[src/rtl/tdm_demux_deser.sv]
// Receive side of a 2:1 bit-level TDM link: steers each sampled bit to channel A or B,
// deserializes MSB first, and hands out whole words over valid/ready with sticky overflow.
module tdm_demux_deser #(
   parameter int WIDTH = 8
) (
   input  logic             Clk_in,
   input  logic             Rst_n_in,
   input  logic             Sample_in,
   input  logic             Select_in,
   input  logic             Y_in,
   input  logic             Sync_in,
   output logic [WIDTH-1:0] A_data_out,
   output logic             A_valid_out,
   input  logic             A_ready_in,
   output logic             A_ovf_out,
   output logic [WIDTH-1:0] B_data_out,
   output logic             B_valid_out,
   input  logic             B_ready_in,
   output logic             B_ovf_out
);

   localparam int CNT_W = (WIDTH > 2) ? $clog2(WIDTH) : 1;

   typedef enum logic {
      EMPTY = 1'b0,
      FULL  = 1'b1
   } state_t;

   logic [2*WIDTH-1:0] data_w;
   logic [1:0]         vld_w;
   logic [1:0]         ovf_w;

   for (genvar c = 0; c < 2; c++) begin : g_ch
      logic             sample;
      logic             ready;
      logic             complete;
      logic             drain;
      logic [WIDTH-1:0] sh_q, sh_d;
      logic [WIDTH-1:0] hold_q, hold_d;
      logic [CNT_W-1:0] cnt_q, cnt_d;
      logic             ovf_q, ovf_d;
      state_t           state_q, state_d;

      assign sample = Sample_in && (Select_in == 1'(c));
      assign ready  = (c == 0) ? A_ready_in : B_ready_in;

      always_comb begin
         // Sync realigns first so a same-cycle sample lands as bit 0 of the new word.
         sh_d     = Sync_in ? '0 : sh_q;
         cnt_d    = Sync_in ? '0 : cnt_q;
         complete = 1'b0;
         if (sample) begin
            complete = (cnt_d == CNT_W'(WIDTH - 1));
            sh_d     = {sh_d[WIDTH-2:0], Y_in};
            cnt_d    = complete ? '0 : cnt_d + CNT_W'(1);
         end

         drain   = (state_q == FULL) && ready;
         state_d = state_q;
         hold_d  = hold_q;
         ovf_d   = ovf_q;
         if (complete) begin
            // A draining holding register frees its slot on the very edge the new word arrives.
            if ((state_q == EMPTY) || drain) begin
               hold_d  = sh_d;
               state_d = FULL;
            end else begin
               ovf_d = 1'b1;
            end
         end else if (drain) begin
            state_d = EMPTY;
         end
      end

      always_ff @(posedge Clk_in or negedge Rst_n_in) begin
         if (!Rst_n_in) begin
            sh_q    <= '0;
            cnt_q   <= '0;
            hold_q  <= '0;
            ovf_q   <= 1'b0;
            state_q <= EMPTY;
         end else begin
            sh_q    <= sh_d;
            cnt_q   <= cnt_d;
            hold_q  <= hold_d;
            ovf_q   <= ovf_d;
            state_q <= state_d;
         end
      end

      assign data_w[c*WIDTH +: WIDTH] = hold_q;
      assign vld_w[c]                 = (state_q == FULL);
      assign ovf_w[c]                 = ovf_q;
   end

   assign A_data_out  = data_w[WIDTH-1:0];
   assign B_data_out  = data_w[2*WIDTH-1:WIDTH];
   assign A_valid_out = vld_w[0];
   assign B_valid_out = vld_w[1];
   assign A_ovf_out   = ovf_w[0];
   assign B_ovf_out   = ovf_w[1];

endmodule

[config.mk]
export PLATFORM = sky130hd
export DESIGN_NAME = tdm_demux_deser
export DESIGN_NICKNAME = d
export VERILOG_FILES = /design/src/rtl/tdm_demux_deser.sv
export SDC_FILE = /design/constraint.sdc
export NUM_CORES = 1
export LEC_CHECK = 0
export CAP_MARGIN = 20
export CORE_UTILIZATION = 52
export CTS_CLUSTER_SIZE = 28
export DETAILED_ROUTE_END_ITERATION = 8
export PLACE_DENSITY = 0.87
export SLEW_MARGIN = 20
export SYNTH_ARGS = -nofsm -noshare
export SYNTH_HDL_FRONTEND = slang
export SYNTH_SLANG_ARGS = --single-unit
[constraint.sdc]
create_clock -name Clk_in -period 2.1 [get_ports Clk_in]
set_clock_uncertainty 0.15 [all_clocks]
set_input_delay 0.315 -clock Clk_in [delete_from_list [all_inputs] [get_ports Clk_in]]
set_output_delay 0.315 -clock Clk_in [all_outputs]
set_load 0.005 [all_outputs]
==> impl_metrics.toml, run 1 <==
[drt]
num_vias = 1249
drtPass1Iterations = 4
drtIter0Drc = 43
final_antenna_net_count = 0
drc = 0
drt-total-wl_um = 3320
wire_per_inst_um = 13.78
via_per_inst = 5.183

[pwr]
ir_worst_vdd_mv = 0.3911
switching_power_mw = 0.2885
p_sw_share_pct = 23.34
power_density_mw_per_mm2 = 563.7
p_int_mw = 0.9479
total_power_mw = 1.236
p_leak_nw = 1.044
pwr-share-comb_pct = 7.9
seqPwrFrac_pct = 63.6
pwr-share-clk_pct = 28.5

[yosys]
yosys.area.top_type = "dfrtp_1"
syn_nets = 169
synth.area.top_cells = "dfrtp_1 57%, nand2_1 8.5%, nor2b_1 7.5%"
synth_area_mm2 = 0.001760
seq_area_frac_synth_pct = 56.86
avgSynthCellArea_um2 = 11.21
synth_top_area_share_pct = 56.86
yosysUniqueCellTypes = 21
ys.warnings.count = 0
syn_inst = 157
synth_seq_cells = 40

[finish]
mostFrequentLayoutCells = "40 x dfrtp_1, 40 x nand2_1, 25 x clkdlybuf4s50_1"
areaGrowthSynthToFinish_pct = 24.59
drive_gt1_share_pct = 20.30
diodes = 0
final_cell_area_mm2 = 0.002193
layout.nets = 209

[timing]
finalCritPeriodShare_pct = 92.31
fmax_ghz = 0.5158
slew_violations = 0
tightest_slew_ns = 0.6039
max-slew-margin-rel_pct = 59.74
min_period_ns = 1.939
rsz0062_at_grt = "no"
final_hold_viol_count = 0
setup_violations = 0

[global_routing]
grt.total_usage_pct = 21.07
first_global_vias = 1203
busiest_layer = "met2"
antenna_found_initial = 0
grt.met1_usage_pct = 24.05
grt_max_degree = 29
overflow = 0
grt_pass1_wl_um = 5368
met2_usage_pct = 34.22
grtUsageMet3_pct = 7.792

[placement]
placed_cell_area_mm2 = 0.002130
dp_hpwl_um = 2369
io_buffer_count = 27
routabilityCongestion = 0.7574

[critical_path]
path_max_fanout = 8
ff2ff_setup_slack_ns = 0.16
cp-end-kind = "flop"
path_class = "flop to flop"
reg2regPathDepth = 6
cp_data_required_time_ns = 2.18
start_kind = "flop"
r2r-start = "g_ch[0].cnt_q[1]"
timing.rr.end = "A_data_out[2]"
cp.arrival_ns = 2.02

[floorplan]
die_w_um = 60.19
fp.dieArea_mm2 = 0.003622
io_pins = 28
die_h_um = 60.19
core_area_mm2 = 0.003128
initial_core_util_pct = 56.28
rows = 20

[cts]
path_clk_slew_ns = 0.11
clock-sinks = 40
cts_buffers = 5
cts_tree = "built"
htree_levels = 2
post_cts_buffers = 0
root_buffer = "clkbuf_4"
clock_latency_ns = 0.34
ctsLongestPathBuffers = 2

[worst_hold_path]
holdCritPathClass = "input pin to flop"
worstHoldStart = "Sync_in"
hold_depth = 3
min_to = "g_ch[0].sh_q[1]"

[outcome]
status = "finished, final reports clean"

[job]
maxCapViolCount = 0
-- Yosys cell counts --
library cell,instances
a21oi_1,12
mux2_2,8
buf_2,6
nand2_1,40
nor2_4,1
xnor2_1,2
ha_1,4
buf_6,1
dfrtp_1,40
a31o_2,1
and2_4,1
nor2b_1,21
o21ai_0,2
mux2i_1,1
nand3b_1,1
mux2_4,7
nand2b_1,4
nand4_1,1
and3_4,1
o21bai_1,1
inv_1,2
-- layout make-up --
type | instances | area [µm²]
flip-flops and latches | 40 | 1001
fillers | 227 | 934.6
multi-input cells | 108 | 715.7
repair buffers | 40 | 367.9
well taps | 44 | 55.05
clock buffers | 6 | 41.29
inverters | 2 | 7.507
clock inverters | 1 | 5.005
-- power groups by stage --
stage	sequential (mW)	clock [mW]	combinational (mW)
6_report	0.786	0.353	0.0974
5_1_grt	0.788	0.400	0.107
4_1_cts	0.785	0.368	0.0973
3_5_place_dp	0.801	0	0.0956
3_3_place_gp	0.800	0	0.0905
2_1_floorplan	0.800	0	0.0423
-- logic make-up (layout without fill, tap and decap cells) --
logic type	after synthesis	in the layout	synth area share (%)
adders and majority gates	4	4	2.843
muxes	16	16	11.66
DFF	40	40	56.86
buffers and inverters	9	49	2.772
xor gates and xnor gates	2	2	0.9952
AOI/OAI and AO/OA	16	16	4.904
and+or+nand+nor	70	70	19.97
-- layer usage --
| metal | vias up | share of wire (%) | wire (µm) |
|---|---|---|---|
| met2 | 34 | 54 | 1791 |
| met1 | 624 | 40 | 1325 |
| met5 | - | 0 | 0 |
| met3 | 4 | 4.2 | 140 |
| li1 | 587 | - | - |
| met4 | 0 | 1.9 | 62 |
-- how the worst max path moves through the flow --
stage                                to  depth (start not counted)             start
final                     A_data_out[2]                          6  g_ch[0].cnt_q[1]
after global routing      A_data_out[2]                          6  g_ch[0].cnt_q[0]
after CTS                 A_data_out[0]                          7           Sync_in
after detailed placement  A_data_out[0]                          7           Sync_in
after global placement    B_data_out[3]                          7           Sync_in
after floorplan           A_data_out[0]                          7           Sync_in
-- critical path, cell delays in order, from the launching register on --
cell and delay [ns]:
dfrtp_1 0.36, nor2b_2 0.16, ha_1 0.17, ha_1 0.19
nand3b_1 0.15, nor2_4 0.28, mux2_2 0.37
-- metrics by stage --
stage	std cells	setup TNS [ns]	utilization, %	hold WS [ns]	setup WS (ns)
detailed placement	233	-4.282	68.08	0.2103	-0.3559
CTS	241	0	69.88	0.3428	0.01840
global placement	233	-2.726	68.08	0.2031	-0.1988
floorplan	157	0	-	-0.1306	0.2067
global route	241	0	70.12	0.2232	0.05945
finish	241	0	70.12	0.2307	0.1614
-- repair_timing --
item | CTS | global route
hold buffers | 1 | 0
hold endpoints to repair | 26 | 0
endpoints found under the setup margin | 0 | 8
gates resized for setup | 0 | 3
-- sequential cells by signal, summed over array words and instances, names as in the netlist --
name,count
A_data_out,8
A_ovf_out,1
A_valid_out,1
B_data_out,8
B_ovf_out,1
B_valid_out,1
g_ch.cnt_q,6
g_ch.sh_q,14
No activity file was read; power rests on OpenSTA's default activity.
==> run 2, diff against run 1 <==
--- a/config.mk
+++ b/config.mk
@@ -6,11 +6,12 @@
 export NUM_CORES = 1
 export LEC_CHECK = 0
 export CAP_MARGIN = 20
+export CORE_ASPECT_RATIO = 1.75
 export CORE_UTILIZATION = 52
 export CTS_CLUSTER_SIZE = 28
 export DETAILED_ROUTE_END_ITERATION = 8
 export PLACE_DENSITY = 0.87
-export SLEW_MARGIN = 20
+export REMOVE_ABC_BUFFERS = 1
 export SYNTH_ARGS = -nofsm -noshare
 export SYNTH_HDL_FRONTEND = slang
 export SYNTH_SLANG_ARGS = --single-unit
==> run 2 against run 1 <==
Against the previous run: utilization increased by 0.88 points; register-to-register slack improved by 0.08 ns; non-clock buffer count increased by 1; global-route usage increased by 1.7 points; clock power increased by 49%; sequential share of layout area decreased by 1.2 points; design area increased by 2.8%; routed wire length increased by 2.7%; via count decreased by 2.5%; critical endpoint is now A_data_out[3]; largest power group unchanged.
==> impl_metrics.toml, run 2 (synthesis gave the netlist of run 1 again) <==
[drt]
drtIter0Drc = 15
num_vias = 1218
final_antenna_net_count = 0
highest_layer = "met4"
met1Wirelength_um = 1392
dr_wl_met3_um = 138
routed-wl-met2_um = 1800
via_per_inst = 5.033
drtPass1Iterations = 4
wire_per_inst_um = 14.09
drt-total-wl_um = 3409
drc = 0

[timing]
fmax_ghz = 0.5305
fin_setup_tns_ns = 0
whs_ns = 0.3304
setup_ws_ns = 0.2151
finalCritPeriodShare_pct = 89.76
rsz0062_at_grt = "no"
tightest_slew_ns = 0.3240
setup_violations = 0
final_hold_viol_count = 0
slew_violations = 0
min_period_ns = 1.885
max-slew-margin-rel_pct = 78.35

[critical_path]
cp-end-kind = "flop"
ff2ff_setup_slack_ns = 0.24
r2r-start = "g_ch[0].cnt_q[1]"
timing.rr.end = "A_data_out[3]"
path_max_fanout = 8
reg2regPathDepth = 6
path_class = "input pin to flop"
cp_data_required_time_ns = 2.13
crit_start = "Sync_in"
start_kind = "input pin"
crit_end = "A_data_out[3]"
cp.arrival_ns = 1.92

[finish]
drive_gt1_share_pct = 21.61
final_cells = 242
diodes = 0
areaGrowthSynthToFinish_pct = 28.07
mostFrequentLayoutCells = "40 x dfrtp_1, 40 x nand2_1, 25 x clkdlybuf4s50_1"
fill_cells = 243
utilization_pct = 71.00
layout.nets = 210
final_cell_area_mm2 = 0.002255
largest_reg_flops = 14
regMostFlops = "g_ch.sh_q"

[outcome]
status = "finished, final reports clean"

[floorplan]
initial_core_util_pct = 55.44
rows = 27
core_area_mm2 = 0.003176
die_w_um = 45.99
die_h_um = 78.97
io_pins = 28
fp.dieArea_mm2 = 0.003631

[pwr]
ir_worst_vdd_mv = 0.5740
power_density_mw_per_mm2 = 625.9
total_power_mw = 1.411
p_leak_nw = 1.070

[worst_hold_path]
worstHoldStart = "B_ovf_out"
hold_depth = 1
holdCritPathClass = "flop to flop"

[placement]
dpl.cell_count = 233
dp_hpwl_um = 2433
io_buffer_count = 27
placed_cell_area_mm2 = 0.002148
routabilityCongestion = 0.7990
dp_slack_ns = -0.3503

[cts]
clock_latency_ns = 0.30
cts_tree = "built"
post_cts_buffers = 0
htree_levels = 2
root_buffer = "clkbuf_8"
clock-sinks = 40
cts_buffers = 5
ctsLongestPathBuffers = 2
path_clk_slew_ns = 0.07

[global_routing]
grt_max_degree = 41
grt.total_usage_pct = 22.76
antenna_found_initial = 0
first_global_vias = 1272
grt_pass1_wl_um = 5747
overflow = 0

[job]
maxCapViolCount = 0
[run 2: power by group]
| part | switching, mW | leakage [nW] | internal (mW) |
|---|---|---|---|
| Clock | 0.265 | 0.0510 | 0.262 |
| Combinational | 0.0544 | 0.476 | 0.0438 |
| Sequential | 0.00403 | 0.543 | 0.782 |
[run 2: worst min path at each step]
stage | endpoint
detailed placement | B_data_out[2]
finish | B_ovf_out
CTS | B_ovf_out
global placement | B_data_out[4]
floorplan | A_data_out[0]
global route | B_ovf_out
[run 2: final cells by class]
cell class	count	area (µm²)	share of cell area, %
inverter	2	7.507	0.3330
clock inverter	2	10.01	0.4440
sequential	40	1001	44.40
timing repair buffer	41	384.1	17.04
clock buffer	6	82.58	3.663
tap	43	53.80	2.386
multi-input combinational	108	715.7	31.74
[run 2: routing by layer]
layer	GRT usage, %	up-vias
li1	-	588
met1	26.38	598
met2	36.48	25
met3	7.045	7
met4	11.18	0
met5	0	-
[run 2: critical path, cell delays in order]
cell	delay (ns)
dlygate4sd2_1	0.32
nor2b_2	0.17
ha_1	0.16
ha_1	0.16
nand3b_1	0.15
nor2_4	0.27
mux2_2	0.37
[run 2: repair_timing]
action | in CTS | in global routing
hold buffers | 1 | 0
hold endpoints to repair | 40 | 0
endpoints found under the setup margin | 8 | 0
resized for setup | 3 | 0
